[src/rtl/fft_butterfly_writeback.sv]
// Radix-2 butterfly write-back stage: pairs A/B beats with a twiddle, computes
// X=A+W*B and Y=A-W*B, and writes both results back in place.
module fft_butterfly_writeback #(
   parameter int N        = 16,
   parameter int SIZE     = 4,
   parameter int WIDTH    = 16,
   parameter int TW_WIDTH = 16,
   parameter int SCALE    = 1
) (
   input  logic                       clk,
   input  logic                       rst_n,
   input  logic                       start_stage,
   input  logic                       in_valid,
   input  logic [SIZE-1:0]            in_addr,
   input  logic signed [WIDTH-1:0]    in_re,
   input  logic signed [WIDTH-1:0]    in_im,
   input  logic signed [TW_WIDTH-1:0] tw_re,
   input  logic signed [TW_WIDTH-1:0] tw_im,
   output logic                       wr_en,
   output logic [SIZE-1:0]            wr_addr,
   output logic [WIDTH-1:0]           wr_re,
   output logic [WIDTH-1:0]           wr_im,
   output logic                       busy,
   output logic                       stage_done
);

   typedef enum logic [2:0] {IDLE, CAP_A, CAP_B, DRAIN, DONE} state_t;

   localparam int PW = WIDTH + TW_WIDTH + 1;
   localparam int RW = WIDTH + 1;
   localparam int SW = WIDTH + 2;
   localparam logic [SIZE-1:0]        LAST_PAIR = SIZE'(N / 2 - 1);
   localparam logic signed [SW-1:0]   SAT_MAX   = SW'((2 ** (WIDTH - 1)) - 1);
   localparam logic signed [SW-1:0]   SAT_MIN   = ~SAT_MAX;

   state_t                     state_q, state_d;
   logic [SIZE-1:0]            pair_cnt_q, pair_cnt_d;
   logic signed [WIDTH-1:0]    a_re_q, a_re_d, a_im_q, a_im_d;
   logic signed [TW_WIDTH-1:0] w_re_q, w_re_d, w_im_q, w_im_d;
   logic [SIZE-1:0]            addr_a_q, addr_a_d, addr_b_q, addr_b_d;
   logic                       s1_valid_q, s1_valid_d;
   logic signed [RW-1:0]       p_re_q, p_re_d, p_im_q, p_im_d;
   logic                       y_pend_q, y_pend_d;
   logic [WIDTH-1:0]           y_re_q, y_re_d, y_im_q, y_im_d;
   logic                       wr_en_q, wr_en_d;
   logic [SIZE-1:0]            wr_addr_q, wr_addr_d;
   logic [WIDTH-1:0]           wr_re_q, wr_re_d, wr_im_q, wr_im_d;
   logic                       cap_a, cap_b, flush;
   logic signed [PW-1:0]       prod_re, prod_im;
   logic signed [SW-1:0]       sum_re, sum_im, dif_re, dif_im;

   function automatic logic [WIDTH-1:0] fit(input logic signed [SW-1:0] v);
      if (SCALE != 0) return WIDTH'(v >>> 1);
      if (v > SAT_MAX) return WIDTH'(SAT_MAX);
      if (v < SAT_MIN) return WIDTH'(SAT_MIN);
      return WIDTH'(v);
   endfunction

   // NOTE: every always_comb output gets a default first, so no path can infer a latch.
   always_comb begin
      state_d    = state_q;
      pair_cnt_d = pair_cnt_q;
      cap_a      = 1'b0;
      cap_b      = 1'b0;
      flush      = 1'b0;
      if (start_stage) begin
         state_d    = CAP_A;
         pair_cnt_d = '0;
         flush      = 1'b1;
      end else begin
         unique case (state_q)
            IDLE: ;
            CAP_A: if (in_valid) begin
               cap_a   = 1'b1;
               state_d = CAP_B;
            end
            CAP_B: if (in_valid) begin
               cap_b      = 1'b1;
               pair_cnt_d = pair_cnt_q + 1'b1;
               state_d    = (pair_cnt_q == LAST_PAIR) ? DRAIN : CAP_A;
            end
            DRAIN: if (wr_en_q && !y_pend_q && !s1_valid_q) state_d = DONE;
            DONE:  state_d = IDLE;
            default: state_d = IDLE;
         endcase
      end
   end

   // A, its address and B's address are read one cycle after capture; the next
   // pair can overwrite them no earlier than that, so no extra pipeline copy.
   always_comb begin
      prod_re = PW'(in_re) * PW'(w_re_q) - PW'(in_im) * PW'(w_im_q);
      prod_im = PW'(in_re) * PW'(w_im_q) + PW'(in_im) * PW'(w_re_q);
      sum_re  = SW'(a_re_q) + SW'(p_re_q);
      sum_im  = SW'(a_im_q) + SW'(p_im_q);
      dif_re  = SW'(a_re_q) - SW'(p_re_q);
      dif_im  = SW'(a_im_q) - SW'(p_im_q);
   end

   always_comb begin
      a_re_d     = a_re_q;
      a_im_d     = a_im_q;
      w_re_d     = w_re_q;
      w_im_d     = w_im_q;
      addr_a_d   = addr_a_q;
      addr_b_d   = addr_b_q;
      p_re_d     = p_re_q;
      p_im_d     = p_im_q;
      y_re_d     = y_re_q;
      y_im_d     = y_im_q;
      wr_addr_d  = wr_addr_q;
      wr_re_d    = wr_re_q;
      wr_im_d    = wr_im_q;
      s1_valid_d = cap_b;
      y_pend_d   = s1_valid_q && !flush;
      wr_en_d    = (s1_valid_q || y_pend_q) && !flush;
      if (cap_a) begin
         a_re_d   = in_re;
         a_im_d   = in_im;
         w_re_d   = tw_re;
         w_im_d   = tw_im;
         addr_a_d = in_addr;
      end
      if (cap_b) begin
         addr_b_d = in_addr;
         p_re_d   = RW'(prod_re >>> (TW_WIDTH - 1));
         p_im_d   = RW'(prod_im >>> (TW_WIDTH - 1));
      end
      if (s1_valid_q) begin
         y_re_d    = fit(dif_re);
         y_im_d    = fit(dif_im);
         wr_addr_d = addr_a_q;
         wr_re_d   = fit(sum_re);
         wr_im_d   = fit(sum_im);
      end else if (y_pend_q) begin
         wr_addr_d = addr_b_q;
         wr_re_d   = y_re_q;
         wr_im_d   = y_im_q;
      end
      if (flush) begin
         a_re_d    = '0;
         a_im_d    = '0;
         w_re_d    = '0;
         w_im_d    = '0;
         addr_a_d  = '0;
         addr_b_d  = '0;
         p_re_d    = '0;
         p_im_d    = '0;
         y_re_d    = '0;
         y_im_d    = '0;
         wr_addr_d = '0;
         wr_re_d   = '0;
         wr_im_d   = '0;
      end
   end

   // NOTE: state registers use non-blocking assignments only, so all flops update together.
   always_ff @(posedge clk or negedge rst_n) begin
      if (!rst_n) begin
         state_q    <= IDLE;
         pair_cnt_q <= '0;
         a_re_q     <= '0;
         a_im_q     <= '0;
         w_re_q     <= '0;
         w_im_q     <= '0;
         addr_a_q   <= '0;
         addr_b_q   <= '0;
         s1_valid_q <= 1'b0;
         p_re_q     <= '0;
         p_im_q     <= '0;
         y_pend_q   <= 1'b0;
         y_re_q     <= '0;
         y_im_q     <= '0;
         wr_en_q    <= 1'b0;
         wr_addr_q  <= '0;
         wr_re_q    <= '0;
         wr_im_q    <= '0;
      end else begin
         state_q    <= state_d;
         pair_cnt_q <= pair_cnt_d;
         a_re_q     <= a_re_d;
         a_im_q     <= a_im_d;
         w_re_q     <= w_re_d;
         w_im_q     <= w_im_d;
         addr_a_q   <= addr_a_d;
         addr_b_q   <= addr_b_d;
         s1_valid_q <= s1_valid_d;
         p_re_q     <= p_re_d;
         p_im_q     <= p_im_d;
         y_pend_q   <= y_pend_d;
         y_re_q     <= y_re_d;
         y_im_q     <= y_im_d;
         wr_en_q    <= wr_en_d;
         wr_addr_q  <= wr_addr_d;
         wr_re_q    <= wr_re_d;
         wr_im_q    <= wr_im_d;
      end
   end

   assign wr_en      = wr_en_q;
   assign wr_addr    = wr_addr_q;
   assign wr_re      = wr_re_q;
   assign wr_im      = wr_im_q;
   assign busy       = (state_q != IDLE);
   assign stage_done = (state_q == DONE);

endmodule

[config.mk]
export PLATFORM = sky130hd
export DESIGN_NAME = fft_butterfly_writeback
export DESIGN_NICKNAME = d
export VERILOG_FILES = /design/src/rtl/fft_butterfly_writeback.sv
export SDC_FILE = /design/constraint.sdc
export NUM_CORES = 2
export LEC_CHECK = 0
export CORE_ASPECT_RATIO = 0.5
export CORE_MARGIN = 1
export CORE_UTILIZATION = 46
export DETAILED_ROUTE_END_ITERATION = 6
export GPL_ROUTABILITY_DRIVEN = 0
export PLACE_DENSITY = 0.67
export SYNTH_ARGS = -nofsm -noshare
export SYNTH_HDL_FRONTEND = slang
export SYNTH_SLANG_ARGS = --single-unit
[constraint.sdc]
create_clock -name clk -period 6.75 [get_ports clk]
set_input_delay 1.0125 -clock clk [delete_from_list [all_inputs] [get_ports clk]]
set_output_delay 1.0125 -clock clk [all_outputs]
set_load 0.05 [all_outputs]
==> results.sh <==
export IMPL_layout_nets=7395
export IMPL_drt_first_pass_iters=7
export IMPL_rr_endpoint="p_re_q[15]"
export IMPL_synth_cell_type_count=68
export IMPL_yosys_most_used_dff="dfrtp_1"
export IMPL_setup_reg_to_reg_worst_slack_ps=-780
export IMPL_synthMostInstantiatedCell="inv_1"
export IMPL_route_detailed_vias_per_inst=5.23
export IMPL_timing_final_crit_share_pct=113
export IMPL_ioPinCount=111
export IMPL_floorplan_initialDensity_pct=46.6
export IMPL_largest_net_degree_at_the_start_of_global_routing=76
export IMPL_crit_reg2reg_launch="w_im_q[7]"
export IMPL_final_layout_size_suffix_gt1_share_pct=17.9
export IMPL_worstRegToRegCells=27
export IMPL_gr_usage_all_layers_pct=28.4
export IMPL_root_buffer="clkbuf_16"
export IMPL_die_area_um2=108000
export IMPL_syn2layout_area_growth_pct=20.2
export IMPL_timing_final_crit_period_ps=7620
export IMPL_netlist_top_cells_area="fa_1 47%, inv_1 10%, dfrtp_1 9.3%"
export IMPL_worst_slack_ps=-866
export IMPL_critical_path_max_fanout=7
export IMPL_syn_nets=6916
export IMPL_synthesis_area_per_instance_um2=9.24
export IMPL_area_of_the_mapped_netlist_um2=49300
export IMPL_status="finished with violations"
export IMPL_worst_slew_pin_transition_ps=962
export IMPL_fp_row_count=84
export IMPL_final_core_utilization_pct=56.0
export IMPL_fillCellCount=8931
export IMPL_multi_input_area_um2=40100
export IMPL_report_final_hold_viol_count=0
export IMPL_post_synthesis_cell_type_with_the_largest_combined_area="fa_1"
export IMPL_cap_violations=0
export IMPL_design_core_area_um2=106000
export IMPL_crit_arrival_ps=8020
export IMPL_seq_area_frac_synth_pct=9.35
export IMPL_die_w_um=465
export IMPL_die_h_um=233
export IMPL_netlist_top_cells_count="1324 x inv_1, 1152 x fa_1, 727 x nand2_1"
export IMPL_grt_ovfl_total=0
export IMPL_crit_type="input port to register"
export IMPL_tritoncts="built"
export IMPL_clockBufferDepth=2
export IMPL_timing_final_max_slew_violations=0
export IMPL_clk_pin_slew_worst_paths_ps=70
export IMPL_detailed_place_hpwl_mm=118
export IMPL_asyncSetResetFlopFracSynth_pct=100
export IMPL_final_seq_area_um2=4610
export IMPL_routed_via_count=37900
export IMPL_clk_latency_ps=500
export IMPL_routed_wirelength_mm=148
export IMPL_grt_pass1_wl_mm=234
export IMPL_tritoncts_num_sinks=184
export IMPL_yosysTopAreaCellShare_pct=46.8
export IMPL_hp_class="register to register"
export IMPL_route_detailed_drc=5
export IMPL_tritoncts_buffer_count=17
export IMPL_instance_area_after_placement_um2=55700
export IMPL_yosysWarningCount=0
export IMPL_skew_ps=17.8
export IMPL_ys_ff_latch=184
export IMPL_synth_cells=5332
export IMPL_maxClockFrequency_mhz=131
export IMPL_final_setup_viol_count=33
export IMPL_crit_end="p_re_q[15]"
export IMPL_start_kind="input port"
export IMPL_synth_enable_flop_cells=0
export IMPL_worst_setup_path_end_kind="register"
export IMPL_violation_count_after_the_first_detailed_routing_iteration=3210
export IMPL_route_antenna_remaining_nets=0
export IMPL_grt_setup_unrepaired="true"
export IMPL_portBuffers=110
export IMPL_slew_headroom_pct=35.9
export IMPL_number_of_global_route_vias_before_repair=41400
export IMPL_critPathRequiredTime_ps=7150
export IMPL_post_drt_wl_per_cell_um=20.4
export IMPL_grt_antenna_before_repair=4
export IMPL_worst_setup_path_startpoint="in_re[15]"
export IMPL_failed_checks="design-rule violations, negative setup slack"
export IMPL_design_area_um2=59200
export IMPL_htree_num_levels=4
[through the flow]
stage                     TNS (ps)  hold slack (ps)  setup WS (ps)  cells
after floorplan             -13950              445           -841   5332
after global placement      -47150              456          -1650   7084
after detailed placement    -49640              466          -1680   7084
after CTS                   -17600              481           -768   7224
after global routing        -25040              495           -989   7243
final                       -19640              479           -866   7248
[layer usage]
metal | wire length, µm | vias up | track usage, %
met2 | 66200 | 1574 | 44.8
met5 | 132 | - | 0
li1 | - | 16500 | -
met4 | 8340 | 4 | 12.8
met1 | 60100 | 19600 | 38.1
met3 | 13100 | 349 | 5.58
[state kept, by name (all words and copies together) (netlist names), 16 cells and up]
signal	cells
y_im_q	16
a_im_q	16
w_re_q	16
p_re_q	17
w_im_q	16
a_re_q	16
wr_im	16
p_im_q	17
y_re_q	16
wr_re	16
[logic make-up (layout without fill, tap and decap cells)]
logic type	Yosys count	count (layout)	synth area share, %
fa+ha+maj	1512	1512	56.0
xor+xnor	129	129	2.29
flops	184	184	9.35
compound gates	393	393	4.98
other cells	0	7	0
buf+inv	1593	2083	12.2
mux	27	27	0.551
simple gates	1494	1494	14.7
[critical path, stage by stage]
cell and delay [ps]:
buf_4 150, buf_12 150, and2_4 170, fa_1 590, inv_2 70, fa_1 530, inv_2 50, fa_1 560
inv_2 40, fa_1 500, inv_2 40, fa_1 550, fa_2 470, fa_1 530, inv_2 40, fa_1 520
inv_2 50, ha_4 240, a21o_1 200, a21oi_2 260, o21ai_2 120, a2bb2oi_4 180, a21oi_4 90, buf_6 120
o311ai_4 330, and3_1 210, o21ai_1 60, a21oi_1 170
[layout by cell type (no fill, tap or decap), types with 27 or more instances in the layout]
cell type,instances
dfrtp_1,182
buf_12,76
ha_4,27
a21oi_1,137
nand2b_1,32
clkdlybuf4s50_1,76
nand2_1,708
and2_1,402
inv_2,75
xnor2_1,99
ha_1,324
buf_6,65
buf_4,467
fa_2,60
nor2_1,95
nor2b_1,47
fa_1,1092
and2_4,60
o21ai_0,44
a211oi_1,46
inv_1,1246
[layout make-up]
cell class                 instances  area share (%)
antenna                            7          0.0296
timing repair buffer             729            12.1
sequential                       184            7.78
inverter                        1324            8.41
clock inverter                     8           0.228
clock buffer                      22           0.801
multi-input combinational       3555            67.7
tap                             1419            3.00
[how the worst min path moves through the flow]
stage | startpoint | endpoint | slack (ps) | depth (start not counted)
after detailed placement | y_im_q[15] | y_im_q[15] | 470 | 2
after CTS | y_im_q[15] | y_im_q[15] | 480 | 2
after global routing | y_re_q[13] | y_re_q[13] | 500 | 2
after global placement | y_re_q[15] | y_re_q[15] | 460 | 2
after floorplan | y_im_q[15] | y_im_q[15] | 440 | 2
final | y_re_q[13] | y_re_q[13] | 480 | 2
[timing repair]
action / CTS / global route
endpoints found under the setup margin: 34 / 34
cloned: 7 / 1
pin swaps: 224 / 241
setup buffers: 111 / 29
hold buffers: 0 / 0
resized for setup: 361 / 257
Power is not shown: default switching activity piles up to over one toggle a cycle in this logic, so the estimate is an artifact.
